`src/rtl/alu181_pkg.sv`:
```
// alu181_pkg: FSM states, command field offsets and common 74181 select codes.
package alu181_pkg;
    typedef enum logic [1:0] {IDLE, OPER, DONE} state_t;
    localparam int CMD_S_LSB = 0;
    localparam int CMD_M     = 4;
    localparam int CMD_CNB   = 5;
    localparam logic [3:0] S_ADD = 4'b1001;
    localparam logic [3:0] S_SUB = 4'b0110;
endpackage

```
`src/rtl/alu181_slice.sv`:
```
// alu181_slice: combinational 74181 4-bit ALU slice, all 32 functions, active-high data.
module alu181_slice (
    input  logic [3:0] a,
    input  logic [3:0] b,
    input  logic [3:0] s,
    input  logic       m,
    input  logic       cnb,
    output logic [3:0] f,
    output logic       cn4b,
    output logic       pb,
    output logic       gb,
    output logic       aeqb
);
    logic [3:0] p, g;
    logic c0, c1, c2, c3, c4;
    assign p  = a | (b & {4{s[0]}}) | (~b & {4{s[1]}});
    assign g  = a & ((b & {4{s[3]}}) | (~b & {4{s[2]}}));
    assign c0 = ~cnb;
    assign c1 = g[0] | (p[0] & c0);
    assign c2 = g[1] | (p[1] & c1);
    assign c3 = g[2] | (p[2] & c2);
    assign c4 = g[3] | (p[3] & c3);
    // logic mode forces every internal carry high, which turns the half-sum into its complement
    assign f    = (p & ~g) ^ ({c3, c2, c1, c0} | {4{m}});
    assign cn4b = ~c4;
    assign pb   = ~&p;
    assign gb   = ~(g[3] | (p[3] & g[2]) | (p[3] & p[2] & g[1]) | (p[3] & p[2] & p[1] & g[0]));
    assign aeqb = &f;
endmodule

```
`src/rtl/alu181_nibble_seq.sv`:
```
// alu181_nibble_seq: nibble-serial 74181 sequencer with valid/ready result handshake.
// Define ALU181_GROUP_PG_EN to build 74182-style group propagate/generate outputs.
module alu181_nibble_seq
    import alu181_pkg::*;
#(
    parameter int NIBBLES = 4
) (
    input  logic                   clk,
    input  logic                   rst_n,
    input  logic                   in_valid,
    output logic                   in_ready,
    input  logic [7:0]             in_data,
    output logic                   out_valid,
    input  logic                   out_ready,
    output logic [4*NIBBLES-1:0]   res_f,
    output logic                   res_coutb,
    output logic                   res_aeqb,
    output logic                   res_pb,
    output logic                   res_gb
);
    localparam int CW = $clog2(NIBBLES) + 1;

    state_t state, state_nx;
    logic [3:0] s_reg, f;
    logic m_reg, carry_reg, aeq_acc, acc, last, cn4b, pb, gb, aeqb;
    logic [CW-1:0] cnt;

    assign in_ready  = state != DONE;
    assign out_valid = state == DONE;
    assign acc       = in_valid & in_ready;
    assign last      = cnt == CW'(NIBBLES - 1);

    alu181_slice u_slice (
        .a    (in_data[3:0]),
        .b    (in_data[7:4]),
        .s    (s_reg),
        .m    (m_reg),
        .cnb  (carry_reg),
        .f    (f),
        .cn4b (cn4b),
        .pb   (pb),
        .gb   (gb),
        .aeqb (aeqb)
    );

    always_comb begin
        state_nx = (state == IDLE && acc)         ? OPER :
                   (state == OPER && acc && last) ? DONE :
                   (state == DONE && out_ready)   ? IDLE : state;
    end

    always_ff @(posedge clk or negedge rst_n) begin
        if (!rst_n) begin
            state     <= IDLE;
            s_reg     <= '0;
            m_reg     <= 1'b0;
            carry_reg <= 1'b1;
            cnt       <= '0;
            aeq_acc   <= 1'b1;
            res_f     <= '0;
            res_coutb <= 1'b1;
            res_aeqb  <= 1'b0;
        end else begin
            state <= state_nx;
            if (state == IDLE && acc) begin
                s_reg     <= in_data[CMD_S_LSB +: 4];
                m_reg     <= in_data[CMD_M];
                carry_reg <= in_data[CMD_CNB];
                cnt       <= '0;
                aeq_acc   <= 1'b1;
            end else if (state == OPER && acc) begin
                res_f[4*cnt +: 4] <= f;
                carry_reg         <= cn4b;
                aeq_acc           <= aeq_acc & aeqb;
                if (last) begin
                    res_coutb <= cn4b;
                    res_aeqb  <= aeq_acc & aeqb;
                end else begin
                    cnt <= cnt + 1'b1;
                end
            end
        end
    end

`ifdef ALU181_GROUP_PG_EN
    logic p_acc, g_acc, p_nx, g_nx;
    assign p_nx = p_acc & ~pb;
    assign g_nx = ~gb | (~pb & g_acc);

    always_ff @(posedge clk or negedge rst_n) begin
        if (!rst_n) begin
            p_acc  <= 1'b1;
            g_acc  <= 1'b0;
            res_pb <= 1'b1;
            res_gb <= 1'b1;
        end else if (state == IDLE && acc) begin
            p_acc <= 1'b1;
            g_acc <= 1'b0;
        end else if (state == OPER && acc) begin
            p_acc <= p_nx;
            g_acc <= g_nx;
            if (last) begin
                res_pb <= ~p_nx;
                res_gb <= ~g_nx;
            end
        end
    end
`else
    logic unused_pg;
    assign unused_pg = pb ^ gb;
    assign res_pb    = 1'b1;
    assign res_gb    = 1'b1;
`endif
endmodule

```
`config.mk`:
```
export PLATFORM = sky130hd
export DESIGN_NAME = alu181_nibble_seq
export DESIGN_NICKNAME = d
export VERILOG_FILES = /design/src/rtl/alu181_pkg.sv /design/src/rtl/alu181_slice.sv /design/src/rtl/alu181_nibble_seq.sv
export SDC_FILE = /design/constraint.sdc
export NUM_CORES = 1
export LEC_CHECK = 0
export BUFFER_PORTS_ARGS = -buffer_cell sky130_fd_sc_hd__buf_2
export CAP_MARGIN = 15
export CORE_ASPECT_RATIO = 1.4
export CORE_UTILIZATION = 45
export CTS_BUF_LIST = sky130_fd_sc_hd__clkbuf_8
export DETAILED_ROUTE_END_ITERATION = 6
export PLACE_DENSITY_LB_ADDON = 0.08
export SLEW_MARGIN = 20
export SYNTH_ARGS = -nofsm -noshare
export SYNTH_HDL_FRONTEND = slang
export SYNTH_SLANG_ARGS = --single-unit
```
`constraint.sdc`:
```
create_clock -name clk -period 2.85 [get_ports clk]
set_clock_uncertainty 0.1 [all_clocks]
set_input_delay 0.4275 -clock clk [delete_from_list [all_inputs] [get_ports clk]]
set_output_delay 0.4275 -clock clk [all_outputs]
set_load 0.05 [all_outputs]
```
### After elaboration in Yosys (flattened, before gate mapping)

Cells that the tools add are included.

| word-level totals | value |
|---|---|
| bits in registers | 30 |
| latch bits | 0 |
| RAM bits | 0 |
| memory bits (read-only) | 0 |
| input port bits | 12 |
| output and inout port bits | 22 |
| memories kept | 0 |

| operators by class | value |
|---|---|
| add/sub/neg operators | 2 |
| multipliers | 0 |
| div/mod/pow operators | 0 |
| order comparisons | 0 |
| equal/unequal tests | 5 |
| shift operators | 2 |
| muxes and demuxes | 11 |
| bitwise logic cells | 26 |
| reductions and logical operators | 11 |

Operator list:

| kind | number |
|---|---|
| negator 5 -> 34 bit | 1 |
| variable shift 4 x 34 -> 16 bit, first input constant | 1 |
| variable part select 4 x 34 -> 16 bit | 1 |
| bitwise AND 4 bit | 6 |
| bitwise mux 16 bit | 1 |
| bitwise OR 4 bit | 4 |
| 2-to-1 mux 3 bit | 3 |
| NOT 4 bit | 2 |
| bitwise AND 1 bit | 6 |
| 2-to-1 mux 2 bit | 3 |
| logical AND 1 bit | 4 |
| 2-to-1 mux 1 bit | 4 |
| bitwise OR 1 bit | 4 |
| AND reduction 2 bit | 2 |
| AND reduction 4 bit | 1 |
| XOR 4 bit | 1 |
| adder 3 x 1 -> 3 bit, second input constant | 1 |
| equality test 3 x 2 -> 1 bit, second input constant | 1 |
| NOT 1 bit | 3 |
| AND reduction 3 bit | 1 |
| nonzero test 3 bit | 1 |
| equality test 2 x 1 -> 1 bit, second input constant | 1 |
| equality test 2 bit, second input constant | 1 |
| zero test 2 bit | 1 |
| 3 further kinds | 3 |

### Longest topological paths before layout

Gate-level depths: netlist (run 1).

| depth | value |
|---|---|
| depth after elaboration | 15 |
| gate-level depth with buffers | 7 |
| gate-level depth less buffers | 7 |

### Hierarchy

Synthesis (run 1) repeated with hierarchy kept, for this count alone.

| unflattened totals | value |
|---|---|
| cell total of the unflattened synthesis | 171 |
| area, all modules | 1,899.3 um^2 |

By module, submodules not included:

| module | instances | cells an instance | area each (um^2) | sequential area each (um^2) |
|---|---|---|---|---|
| alu181_nibble_seq | 1 | 122 | 1,505.2 | 754.5 |
| alu181_slice | 1 | 49 | 394.1 | 0.0 |

### Least setup slack after synthesis (run 1)

No wires, ideal clock.

| path | value |
|---|---|
| kind | input to register |
| from | input port in_data[4] |
| to | register res_aeqb |
| arrival | 1.848 ns |
| required time | 2.658 ns |
| path slack | 0.810 ns |
| stages on the path | 6 |
| path buffers | 0 |
| cell sequence | mux2_4 > o21bai_4 > nand3b_1 > xor2_1 > or4_4 > o31ai_2 |

| between the ends | value |
|---|---|
| word-level cells in the longest chain between the ends | 13 |
| elaborated cells between the ends (all ways) | 21 |

Ends and longest elaborated chain:

| item | RTL line | RTL |
|---|---|---|
| from (decl) | alu181_nibble_seq.sv:12 | `input logic [7:0] in_data,` |
| bitwise AND 4 bit / NOT 4 bit (equally long branches) | alu181_slice.sv:16, alu181_slice.sv:17 |  |
| bitwise OR 4 bit, or another cell as far along | alu181_slice.sv:16 | `assign p = a \| (b & {4{s[0]}}) \| (~b & {4{s[1]}});` |
| bitwise OR 4 bit (on tied branches) | alu181_slice.sv:16, alu181_slice.sv:17 |  |
| bitwise AND 1 bit / bitwise AND 4 bit (equally long branches) | alu181_slice.sv:19, alu181_slice.sv:17 |  |
| bitwise OR 1 bit | alu181_slice.sv:19 | `assign c1 = g[0] \| (p[0] & c0);` |
| bitwise AND 1 bit | alu181_slice.sv:20 | `assign c2 = g[1] \| (p[1] & c1);` |
| bitwise OR 1 bit | alu181_slice.sv:20 |  |
| bitwise AND 1 bit | alu181_slice.sv:21 | `assign c3 = g[2] \| (p[2] & c2);` |
| bitwise OR 1 bit | alu181_slice.sv:21 |  |
| bitwise OR 4 bit | alu181_slice.sv:24 | `assign f = (p & ~g) ^ ({c3, c2, c1, c0} \| {4{m}});` |
| XOR 4 bit * | alu181_slice.sv:24 |  |
| AND reduction 4 bit * | alu181_slice.sv:28 | `assign aeqb = &f;` |
| bitwise AND 1 bit * | alu181_nibble_seq.sv:77 | `res_aeqb <= aeq_acc & aeqb;` |
| to (signal assigned) | alu181_nibble_seq.sv:77 |  |
| to (decl) | alu181_nibble_seq.sv:17 | `output logic res_aeqb,` |

Every way passes the cells marked *; elsewhere a longest branch is shown, timed or not.
A chain may end at the register's enable or synchronous reset.

### Worst setup path in the final report (run 1)

| path | value |
|---|---|
| from | register cnt[0] |
| to | register res_f[8] |

| between the ends | value |
|---|---|
| word-level cells in the longest chain between the ends | 3 |
| elaborated cells between the ends (all ways) | 4 |

Ends and longest elaborated chain:

| item | RTL line | RTL |
|---|---|---|
| from (decl) | alu181_nibble_seq.sv:26 | `logic [CW-1:0] cnt;` |
| from (signal assigned) | alu181_nibble_seq.sv:79 | `cnt <= cnt + 1'b1;` |
| negator 5 -> 34 bit * | alu181_nibble_seq.sv:72 | `res_f[4*cnt +: 4] <= f;` |
| variable part select 4 x 34 -> 16 bit / variable shift 4 x 34 -> 16 bit (equally long branches) | alu181_nibble_seq.sv:72 |  |
| bitwise mux 16 bit * | alu181_nibble_seq.sv:72 |  |
| to (signal assigned) | alu181_nibble_seq.sv:60 | `res_f <= '0;` |
| to (signal, indexed assignment) | alu181_nibble_seq.sv:72 |  |
| to (decl) | alu181_nibble_seq.sv:15 | `output logic [4*NIBBLES-1:0] res_f,` |

Marked as above.

==> results.py, run 1 <==
metrics = {
    "floorplan": {
        "rows": 25,
        "start_util_pct": 47.4,
        "pin_count": 34,
        "die_h_um": 72.6,
        "core_area_um2": 3380,
        "die_area_um2": 3800,
        "die_w_um": 52.4,
    },
    "synth": {
        "synth_ff_type": "dfrtp_1",
        "syn_avg_cell_area_um2": 10.0,
        "syn_area_um2": 1600,
        "async_reset_ff_share_pct": 100,
        "yosysSeqAreaShare_pct": 47.1,
        "yosys.cell_types.count": 37,
        "synth_edf_count": 0,
        "synthAdderAreaFrac_pct": 5.47,
        "muxShareOfSynthArea_pct": 10.1,
        "yosys.area_share.simple_pct": 14.7,
        "synth_compound_area_share_pct": 17.5,
        "synth_top_family_by_area": "compound AO/OA/AOI/OAI gates",
        "ys_seq_elements": 30,
        "synth_cells": 160,
        "synth-xor-area-share_pct": 1.64,
        "synth_warnings": 0,
    },
    "timing": {
        "setup_viol": 0,
        "worst_hold_slack_ns": 0.0800,
        "setup_tns_ns": 0,
        "worstMarginPinSlew_ns": 0.657,
        "fmax_mhz": 439,
        "rsz0062_at_grt": "no",
        "period_share_pct": 79.9,
        "finalHoldViolCount": 0,
        "min_period_ns": 2.28,
        "slew_violations": 0,
        "slew-limit-headroom_pct": 56.2,
    },
    "pwr": {
        "switching_share_pct": 48.1,
        "power_frac_seq_pct": 33.0,
        "switching_power_mw": 1.10,
        "cellPowerDensity_nw_per_um2": 1210,
        "max-vdd-ir-drop_v": 0.000645,
        "p_comb_share_pct": 52.0,
        "internal-power_mw": 1.18,
        "clkPwrFrac_pct": 15.0,
        "power.total_mw": 2.28,
        "leakage_nw": 0.912,
    },
    "critical_path": {
        "cp-end-kind": "flip-flop",
        "cp-start-kind": "flip-flop",
        "worst-path-max-fanout": 8,
        "path_class": "reg -> reg",
        "critPathRequiredTime_ns": 2.94,
        "arrival_ns": 2.37,
    },
    "routing": {
        "drc": 0,
        "vias": 1284,
        "ant_nets": 0,
        "first_pass_iters": 4,
        "viasPerCell": 5.42,
        "drt_wl_total_um": 3500,
        "wl_per_cell_um": 14.8,
        "drt_first_iter_violations": 26,
    },
    "global_route": {
        "grt_usage_pct": 21.1,
        "gr-total-overflow": 0,
        "grt_pass1_vias": 1340,
        "grt_pass1_wl_um": 5860,
        "antenna_found_initial": 0,
        "grt_max_degree": 31,
    },
    "cts": {
        "cts_setup_buffers": 0,
        "root_buffer": "clkbuf_8",
        "cts_buffer_depth": 2,
        "clock_sinks": 30,
        "cts-hold-fix-buffers": 0,
        "numCtsBuffers": 5,
        "cts-htree-levels": 2,
        "cts_tree": "yes",
        "clk-insertion-delay-late_ns": 0.27,
        "cts_resized": 0,
        "cts.clk_slew.worst_paths_ns": 0.06,
    },
    "finish": {
        "antenna_cells": 0,
        "fill_cells": 317,
        "area_growth_pct": 17.6,
        "drive_gt1_share_pct": 29.4,
        "largest_register_ff_count": 16,
        "nNetsFinal": 215,
    },
    "place": {
        "dp_hpwl_um": 2700,
        "place_congestion": 0.825,
        "portBuffers": 31,
    },
    "min_path": {
        "worstHoldPathType": "in -> async",
    },
    "status": {
        "status": "complete, no violations",
    },
    "flow_run": {
        "cap_violations": 0,
    },
}
power by group through the flow:
stage	logic, mW	registers, mW	clock network (mW)
2_1_floorplan	0.617	1.03	0
3_3_place_gp	1.17	0.752	0
3_5_place_dp	1.20	0.762	0
4_1_cts	1.20	0.755	0.356
5_1_grt	1.31	0.777	0.374
6_report	1.19	0.753	0.344
critical path, stage by stage (launching register included):
cell,delay [ns]
dfrtp_1,0.47
inv_1,0.12
ha_1,0.22
ha_1,0.34
nand3_1,0.17
or4_1,0.58
o21ai_0,0.20
cells in the mapped netlist (2+ instances only):
master | instances | share of area, %
o22ai_1 | 2 | 0.78
nand3_1 | 4 | 1.3
buf_4 | 2 | 0.94
nand2_1 | 30 | 7.0
dfrtp_1 | 27 | 42
nand2b_1 | 4 | 1.6
nor2_1 | 3 | 0.70
a21oi_1 | 5 | 1.6
ha_1 | 7 | 5.5
dfstp_2 | 3 | 4.9
o21a_1 | 2 | 0.94
or3_1 | 2 | 0.78
mux4_2 | 2 | 2.8
o21ai_0 | 27 | 8.4
mux2_2 | 9 | 6.3
xor2_1 | 2 | 1.1
inv_1 | 9 | 2.1
placed cells by master (no fill, tap or decap), drive strengths merged, types with 2 or more instances in the layout:
master | Yosys | layout
xor2 | 2 | 2
dfrtp | 27 | 27
o22ai | 2 | 2
o21ai | 27 | 27
a21oi | 5 | 5
nand2 | 30 | 30
nor2 | 3 | 3
or4 | 2 | 2
inv | 9 | 10
nand2b | 4 | 4
or3 | 2 | 2
conb | 1 | 2
nand3 | 4 | 4
dfstp | 3 | 3
ha | 7 | 7
buf | 2 | 31
mux2 | 10 | 10
mux4 | 2 | 2
o21a | 2 | 2
clkbuf | 1 | 6
layer usage:
metal  vias to the layer above  track usage, %  share of wire (%)
li1                        625               -                  -
met1                       624            21.7                 39
met2                        28            39.0                 57
met3                         7            5.21                2.7
met4                         0            9.06                1.9
met5                         -               0                  0
worst paths after layout:
path | from | endpoint | slack, ns | cells past startpoint
min in group clk | out_ready | state[1]$_DFFE_PN0P_ | 0.34 | 4
hold / removal | rst_n | res_f[5]$_DFFE_PN0P_ | 0.08 | 1
setup / recovery | cnt[0]$_DFFE_PN0P_ | res_f[8]$_DFFE_PN0P_ | 0.57 | 6
max in group asynchronous | rst_n | res_f[7]$_DFFE_PN0P_ | 2.15 | 1
setup reg to reg | cnt[0]$_DFFE_PN0P_ | res_f[8]$_DFFE_PN0P_ | 0.57 | 6
hold reg to reg | res_aeqb$_DFFE_PN0P_ | res_aeqb$_DFFE_PN0P_ | 0.38 | 2
cell families after synthesis:
kind of cell | count (synthesis)
multiplexers | 12
adder cells (fa/ha/maj) | 7
XOR/XNOR | 3
buffers and inverters | 12
flip-flops | 30
other | 1
AO/OA/AOI/OAI | 45
AND/OR/NAND/NOR | 50
final cells by class:
| cell class | count | area [um2] | share of cell area, % |
|---|---|---|---|
| flip-flops and latches | 30 | 754 | 40.1 |
| repair buffers | 31 | 155 | 8.24 |
| clock inverters | 2 | 8.76 | 0.465 |
| well taps | 40 | 50.0 | 2.66 |
| clock buffers | 6 | 82.6 | 4.39 |
| inverters | 9 | 33.8 | 1.79 |
| multi-input cells | 119 | 798 | 42.4 |
metrics by stage:
stage | instances | util (%) | instance area (um2) | worst slack (ns)
2_1_floorplan | 161 | - | 1610 | 0.810
3_3_place_gp | 229 | 53.0 | 1790 | 0.528
3_5_place_dp | 229 | 53.0 | 1790 | 0.515
4_1_cts | 237 | 55.7 | 1880 | 0.576
5_1_grt | 237 | 55.7 | 1880 | 0.412
6_report | 237 | 55.7 | 1880 | 0.573
(Power assumes the default switching activity.)
==> run 2, diff against run 1 <==
ABC_AREA = 1   (was not set)
clock period = 2 ns   (was 2.85 ns; I/O delays follow)
==> run 2 against run 1 <==
  * Area after synthesis increased by 2.0%
  * Utilization increased by 1.9 points
  * Worst setup slack got worse by 0.37 ns
  * Routed wire length increased by 5.0%
  * Clock-buffer cell count unchanged
  * Worst hold slack improved by 0.082 ns
  * Combinational power increased by 53%
  * Critical path depth increased by 3
  * Power increased by 46%
  * Non-clock buffer count increased by 5
  * Synthesized cell count increased by 24%
  * Highest routed layer unchanged
==> results.py, run 2 <==
metrics = {
    "critical_path": {
        "critPathSlowestCell": "dfrtp_1",
        "cp-start-kind": "flip-flop",
        "path_cells": "inv_1, ha_1, ha_4, nand3_2, nor3_2, inv_1, nor2_1, inv_1, o21ai_1",
        "crit_top_cell": "inv_1",
        "reg2reg_setup_slack_ns": 0.20,
        "critPathRequiredTime_ns": 2.10,
        "max_stage_delay_ns": 0.41,
        "cp-end-kind": "flip-flop",
        "path_class": "reg -> reg",
        "worstReg2RegEnd": "res_f[8]$_DFFE_PN0P_",
        "worst-path-max-fanout": 5,
        "arrival_ns": 1.90,
        "reg2reg_from": "cnt[1]$_DFFE_PN0P_",
        "ff2ff_path_depth": 9,
    },
    "synth": {
        "synthTopCellsByCount": "nand2_1 (49), dfrtp_1 (27), inv_1 (24), o21ai_0 (19), nand3_1 (12)",
        "synth_top_cell_area_share_pct": 41.3,
        "syn_area_um2": 1630,
        "async_reset_ff_share_pct": 100,
        "synth_edf_count": 0,
        "synth_warnings": 0,
        "yosys.cell_types.count": 29,
        "yosys.area.top_type": "dfrtp_1",
        "ys_seq_elements": 30,
        "yosysMostFrequentCell": "nand2_1",
        "synth_ff_type": "dfrtp_1",
        "yosys-top-cells-area": "dfrtp_1 (41%), nand2_1 (11%), o21ai_0 (5.8%)",
        "synth_cells": 198,
        "yosysSeqAreaShare_pct": 46.2,
        "syn_avg_cell_area_um2": 8.25,
    },
    "global_route": {
        "grt_max_degree": 31,
        "antenna_found_initial": 0,
        "grt_pass1_vias": 1377,
        "grt_pass1_wl_um": 6070,
        "grt_usage_pct": 21.8,
        "gr-total-overflow": 0,
    },
    "finish": {
        "final_common_cell": "nand2_1",
        "largest_register_ff_count": 16,
        "finish.utilization_pct": 57.7,
        "area_growth_pct": 20.3,
        "nNetsFinal": 257,
        "layout_common_cells": "nand2_1 (49), buf_2 (31), dfrtp_1 (27)",
        "antenna_cells": 0,
        "final_cells": 279,
        "drive_gt1_share_pct": 30.1,
    },
    "cts": {
        "clk-insertion-delay-late_ns": 0.27,
        "cts_buffer_depth": 2,
        "numCtsBuffers": 5,
        "cts-htree-levels": 2,
        "cts.clk_slew.worst_paths_ns": 0.06,
        "clock_sinks": 30,
        "root_buffer": "clkbuf_8",
        "cts_tree": "yes",
    },
    "routing": {
        "viasPerCell": 5.13,
        "first_pass_iters": 4,
        "drt_wl_total_um": 3670,
        "drc": 0,
        "wl_per_cell_um": 13.2,
        "drt_first_iter_violations": 42,
        "vias": 1430,
        "ant_nets": 0,
    },
    "floorplan": {
        "die_h_um": 73.3,
        "start_util_pct": 47.9,
        "die_w_um": 52.9,
        "core_area_um2": 3410,
        "pin_count": 34,
        "die_area_um2": 3880,
        "rows": 25,
    },
    "pwr": {
        "cellPowerDensity_nw_per_um2": 1700,
        "power.total_mw": 3.34,
        "max-vdd-ir-drop_v": 0.000942,
        "leakage_nw": 1.03,
    },
    "timing": {
        "period_share_pct": 89.9,
        "rsz0062_at_grt": "no",
        "slew-limit-headroom_pct": 54.8,
        "min_period_ns": 1.80,
        "setup_tns_ns": 0,
        "worstMarginPinSlew_ns": 0.678,
        "setup_viol": 0,
        "slew_violations": 0,
        "finalHoldViolCount": 0,
        "fmax_mhz": 556,
    },
    "flow_run": {
        "cap_violations": 0,
    },
    "min_path": {
        "worstHoldPathType": "in -> reg",
        "hold_depth": 3,
        "holdPathEnd": "s_reg[2]$_DFFE_PN0P_",
        "hold_path.startpoint": "in_data[2]",
    },
    "place": {
        "portBuffers": 31,
        "dp_hpwl_um": 2830,
        "numPlacedInstances": 269,
        "place_congestion": 0.765,
    },
    "status": {
        "status": "complete, no violations",
    },
}
==> run 2: changes by cell type after synthesis, moves of 4 or more <==
| cell | before | now |
|---|---|---|
| nand3_2 | 0 | 4 |
| mux2_2 | 9 | 0 |
| o21ai_0 | 27 | 19 |
| nand2_1 | 30 | 49 |
| inv_2 | 0 | 4 |
| nand2_2 | 0 | 8 |
| nand2b_1 | 4 | 0 |
| o21ai_1 | 0 | 6 |
| nand3_1 | 4 | 12 |
| nor2_1 | 3 | 8 |
| inv_1 | 9 | 24 |
==> run 2: stage by stage <==
stage / setup slack, ns / area, um2 / hold WS (ns)
floorplan: 0.0468 / 1640 / -0.0956
global placement: 0.215 / 1840 / 0.269
detailed placement: 0.112 / 1840 / 0.276
CTS: 0.0880 / 1940 / 0.155
global route: 0.0470 / 1970 / 0.186
finish: 0.202 / 1970 / 0.162
==> run 2: cell families (layout without fill, tap and decap cells) <==
kind of cell,count (synthesis),count (layout),share of synthesized area [%]
and+or+nand+nor,89,89,25.8
AOI/OAI and AO/OA,38,38,13.4
buffers and inverters,32,72,8.04
DFF,30,30,46.2
adders and majority gates,7,7,5.36
other,1,2,0.229
xor gates and xnor gates,1,1,0.996
==> run 2: how the worst max path moves through the flow <==
stage	slack, ns	to	startpoint	depth (start not counted)
final	0.20	res_f[8]$_DFFE_PN0P_	cnt[1]$_DFFE_PN0P_	9
after global routing	0.05	res_f[8]$_DFFE_PN0P_	cnt[1]$_DFFE_PN0P_	9
after CTS	0.09	res_f[12]$_DFFE_PN0P_	cnt[1]$_DFFE_PN0P_	7
after detailed placement	0.11	res_f[12]$_DFFE_PN0P_	cnt[1]$_DFFE_PN0P_	7
after global placement	0.22	res_f[0]$_DFFE_PN0P_	cnt[1]$_DFFE_PN0P_	7
after floorplan	0.05	in_ready	state[0]$_DFFE_PN0P_	2
==> run 2: routing by layer <==
layer | global-route usage [%] | up-vias | wire length, um
li1 | - | 713 | -
met1 | 23.9 | 678 | 1470
met2 | 38.3 | 33 | 1980
met3 | 4.14 | 6 | 139
met4 | 11.7 | 0 | 74
met5 | 0 | - | 0
==> run 2: layout make-up <==
cell class	count	area [um2]
tap	40	50.0
sequential	30	754
timing repair buffer	36	195
clock inverter	2	8.76
multi-input combinational	137	769
clock buffer	6	82.6
fill	319	1440
inverter	28	105
==> run 2: critical path: cells and delay by family, from the launching register on <==
| family | cells | cell delay, ns |
|---|---|---|
| AOI/OAI and AO/OA | 1 | 0.12 |
| DFF | 1 | 0.41 |
| buffers and inverters | 3 | 0.23 |
| adders and majority gates | 2 | 0.52 |
| and+or+nand+nor | 3 | 0.33 |
==> run 2: repair_timing <==
action / in CTS / in global routing
setup endpoints to repair: 0 / 6
endpoints found under the hold margin: 27 / 0
hold buffers: 1 / 0
gates resized for setup: 0 / 2
setup buffers: 0 / 1
==> run 2: power by group <==
group | internal [mW] | switching [mW]
clock | 0.272 | 0.223
combinational | 0.510 | 1.31
sequential | 0.871 | 0.150
==> run 3, diff against run 2 <==
ABC_AREA = not set   (was 1)
==> run 3 against run 2 <==
  * The flow now finishes with violations (setup timing)
  * Sequential power rose by 4%
  * Worst setup slack worse by 0.34 ns
  * Critical path depth is 3 lower
  * Global-route usage increased by 0.37 points
  * Combinational power is 21% higher
==> results.py, run 3 (synthesized netlist as in run 1, its figures left out) <==
metrics = {
    "status": {
        "status": "finished with violations",
        "violations": "setup timing",
    },
    "critical_path": {
        "critPathBufInv": 1,
        "critPathSlowestCell": "or4_4",
        "crit_family": "simple AND/OR/NAND/NOR gates",
        "max_stage_delay_ns": 0.57,
        "cp-start-kind": "flip-flop",
        "path_class": "reg -> reg",
        "cp-end-kind": "flip-flop",
        "path_cells": "inv_1, mux4_2, nand2_2, o211ai_2, or4_4, o31ai_4",
        "critPathRequiredTime_ns": 2.08,
        "arrival_ns": 2.23,
        "worst-path-max-fanout": 5,
    },
    "routing": {
        "drc": 0,
        "vias": 1390,
        "wl_per_cell_um": 14.8,
        "first_pass_iters": 4,
        "drt_first_iter_violations": 46,
        "ant_nets": 0,
        "viasPerCell": 5.37,
        "drt_wl_total_um": 3830,
    },
    "floorplan": {
        "start_util_pct": 47.4,
        "die_h_um": 72.6,
        "rows": 25,
        "core_area_um2": 3380,
        "die_w_um": 52.4,
        "pin_count": 34,
        "die_area_um2": 3800,
    },
    "pwr": {
        "p_comb_share_pct": 54.7,
        "clkPwrFrac_pct": 18.9,
        "power_frac_seq_pct": 26.4,
        "cellPowerDensity_nw_per_um2": 1840,
        "switching_share_pct": 43.2,
        "switching_power_mw": 1.74,
        "power.total_mw": 4.02,
        "internal-power_mw": 2.29,
        "leakage_nw": 1.05,
        "max-vdd-ir-drop_v": 0.00121,
    },
    "cts": {
        "root_buffer": "clkbuf_8",
        "clk-insertion-delay-late_ns": 0.28,
        "clock_sinks": 30,
        "cts-htree-levels": 2,
        "cts_tree": "yes",
        "cts.clk_slew.worst_paths_ns": 0.07,
        "cts_buffer_depth": 2,
        "numCtsBuffers": 5,
    },
    "timing": {
        "slew-limit-headroom_pct": 55.2,
        "min_period_ns": 2.14,
        "worst_hold_slack_ns": 0.206,
        "finalHoldViolCount": 0,
        "worstMarginPinSlew_ns": 0.672,
        "period_share_pct": 107,
        "rsz0062_at_grt": "yes",
        "setup_tns_ns": -0.567,
        "fin_ws_ns": -0.142,
        "setup_viol": 6,
        "slew_violations": 0,
        "fmax_mhz": 467,
    },
    "flow_run": {
        "cap_violations": 0,
    },
    "global_route": {
        "grt_pass1_vias": 1410,
        "antenna_found_initial": 0,
        "grt_max_degree": 31,
        "gr-total-overflow": 0,
        "grt_pass1_wl_um": 6140,
        "grt_usage_pct": 22.1,
    },
    "place": {
        "placed_cell_area_um2": 1930,
        "portBuffers": 31,
        "dp_hpwl_um": 2820,
        "place_congestion": 0.827,
    },
    "finish": {
        "final_common_cell": "buf_2",
        "largest_register_ff_count": 16,
        "area_growth_pct": 36.4,
        "design_area_um2": 2180,
        "drive_gt1_share_pct": 42.9,
        "seqCellArea_um2": 757,
        "multiInputGateArea_um2": 875,
        "nNetsFinal": 237,
        "antenna_cells": 0,
        "fill_cells": 297,
        "layout_common_cells": "buf_2 (31), nand2_1 (28), dfrtp_1 (25)",
    },
    "min_path": {
        "worstHoldPathType": "in -> reg",
    },
}
[run 3: changes by cell type in the layout (fill, tap and decap cells not counted), moves of 4 or more]
| cell | change |
|---|---|
| nand2_1 | -21 |
| inv_1 | -17 |
| buf_4 | +16 |
| nand3_1 | -9 |
| mux2_2 | +8 |
| nand2_2 | -6 |
| nor2_1 | -5 |
| nand2b_1 | +4 |
| o21ai_0 | +4 |
[run 3: layout make-up]
| class | instances | area share (%) |
|---|---|---|
| Timing Repair Buffer | 53 | 14.9 |
| Sequential cell | 30 | 34.7 |
| Tap cell | 40 | 2.29 |
| Clock buffer | 6 | 3.78 |
| Clock inverter | 2 | 2.75 |
| Inverter | 9 | 1.55 |
| Multi-Input combinational cell | 119 | 40.0 |
[run 3: per-layer routing]
metal	vias to the layer above	track usage, %	share of wire (%)	wire [um]
met5	-	0	0	0
met4	0	9.06	2.8	106
met3	12	4.79	2.7	104
met2	36	42.3	58	2230
met1	670	22.0	36	1390
li1	672	-	-	-
[run 3: what timing repair did]
action / CTS / global route
endpoints found under the hold margin: 27 / 0
resized for setup: 7 / 13
setup endpoints to repair: 2 / 12
hold buffers: 1 / 0
setup buffers: 2 / 2
pin swaps: 1 / 1
[run 3: power by group through the flow]
stage,sequential [mW],clock [mW],combinational [mW]
2_1_floorplan,1.46,0,0.892
3_3_place_gp,1.05,0,1.92
3_5_place_dp,1.06,0,1.96
4_1_cts,1.06,0.778,2.03
5_1_grt,1.10,0.806,2.40
6_report,1.06,0.761,2.20
[run 3: final timing paths]
check	from	endpoint	slack, ns	depth (start not counted)
worst min-delay path	in_data[4]	m_reg$_DFFE_PN0P_	0.21	2
worst max register to register	s_reg[1]$_DFFE_PN0P_	res_aeqb$_DFFE_PN0P_	-0.14	6
min in group asynchronous	rst_n	cnt[1]$_DFFE_PN0P_	0.49	2
worst max-delay path	s_reg[1]$_DFFE_PN0P_	res_aeqb$_DFFE_PN0P_	-0.14	6
worst min register to register	res_coutb$_DFFE_PN1P_	res_coutb$_DFFE_PN1P_	0.38	2
max in group asynchronous	rst_n	s_reg[3]$_DFFE_PN0P_	0.83	2
[run 3: worst register-to-register path: stages (launching register included)]
cell and delay (ns):
dfrtp_1 0.42, inv_1 0.09, mux4_2 0.51, nand2_2 0.09
o211ai_2 0.09, or4_4 0.57, o31ai_4 0.18
[run 3: through the flow]
step,utilization [%],worst slack (ns),std cells
detailed placement,57.1,-0.145,246
global route,64.7,-0.199,259
CTS,62.9,-0.112,257
global placement,57.1,-0.0585,246
floorplan,-,0.0120,161
finish,64.7,-0.142,259
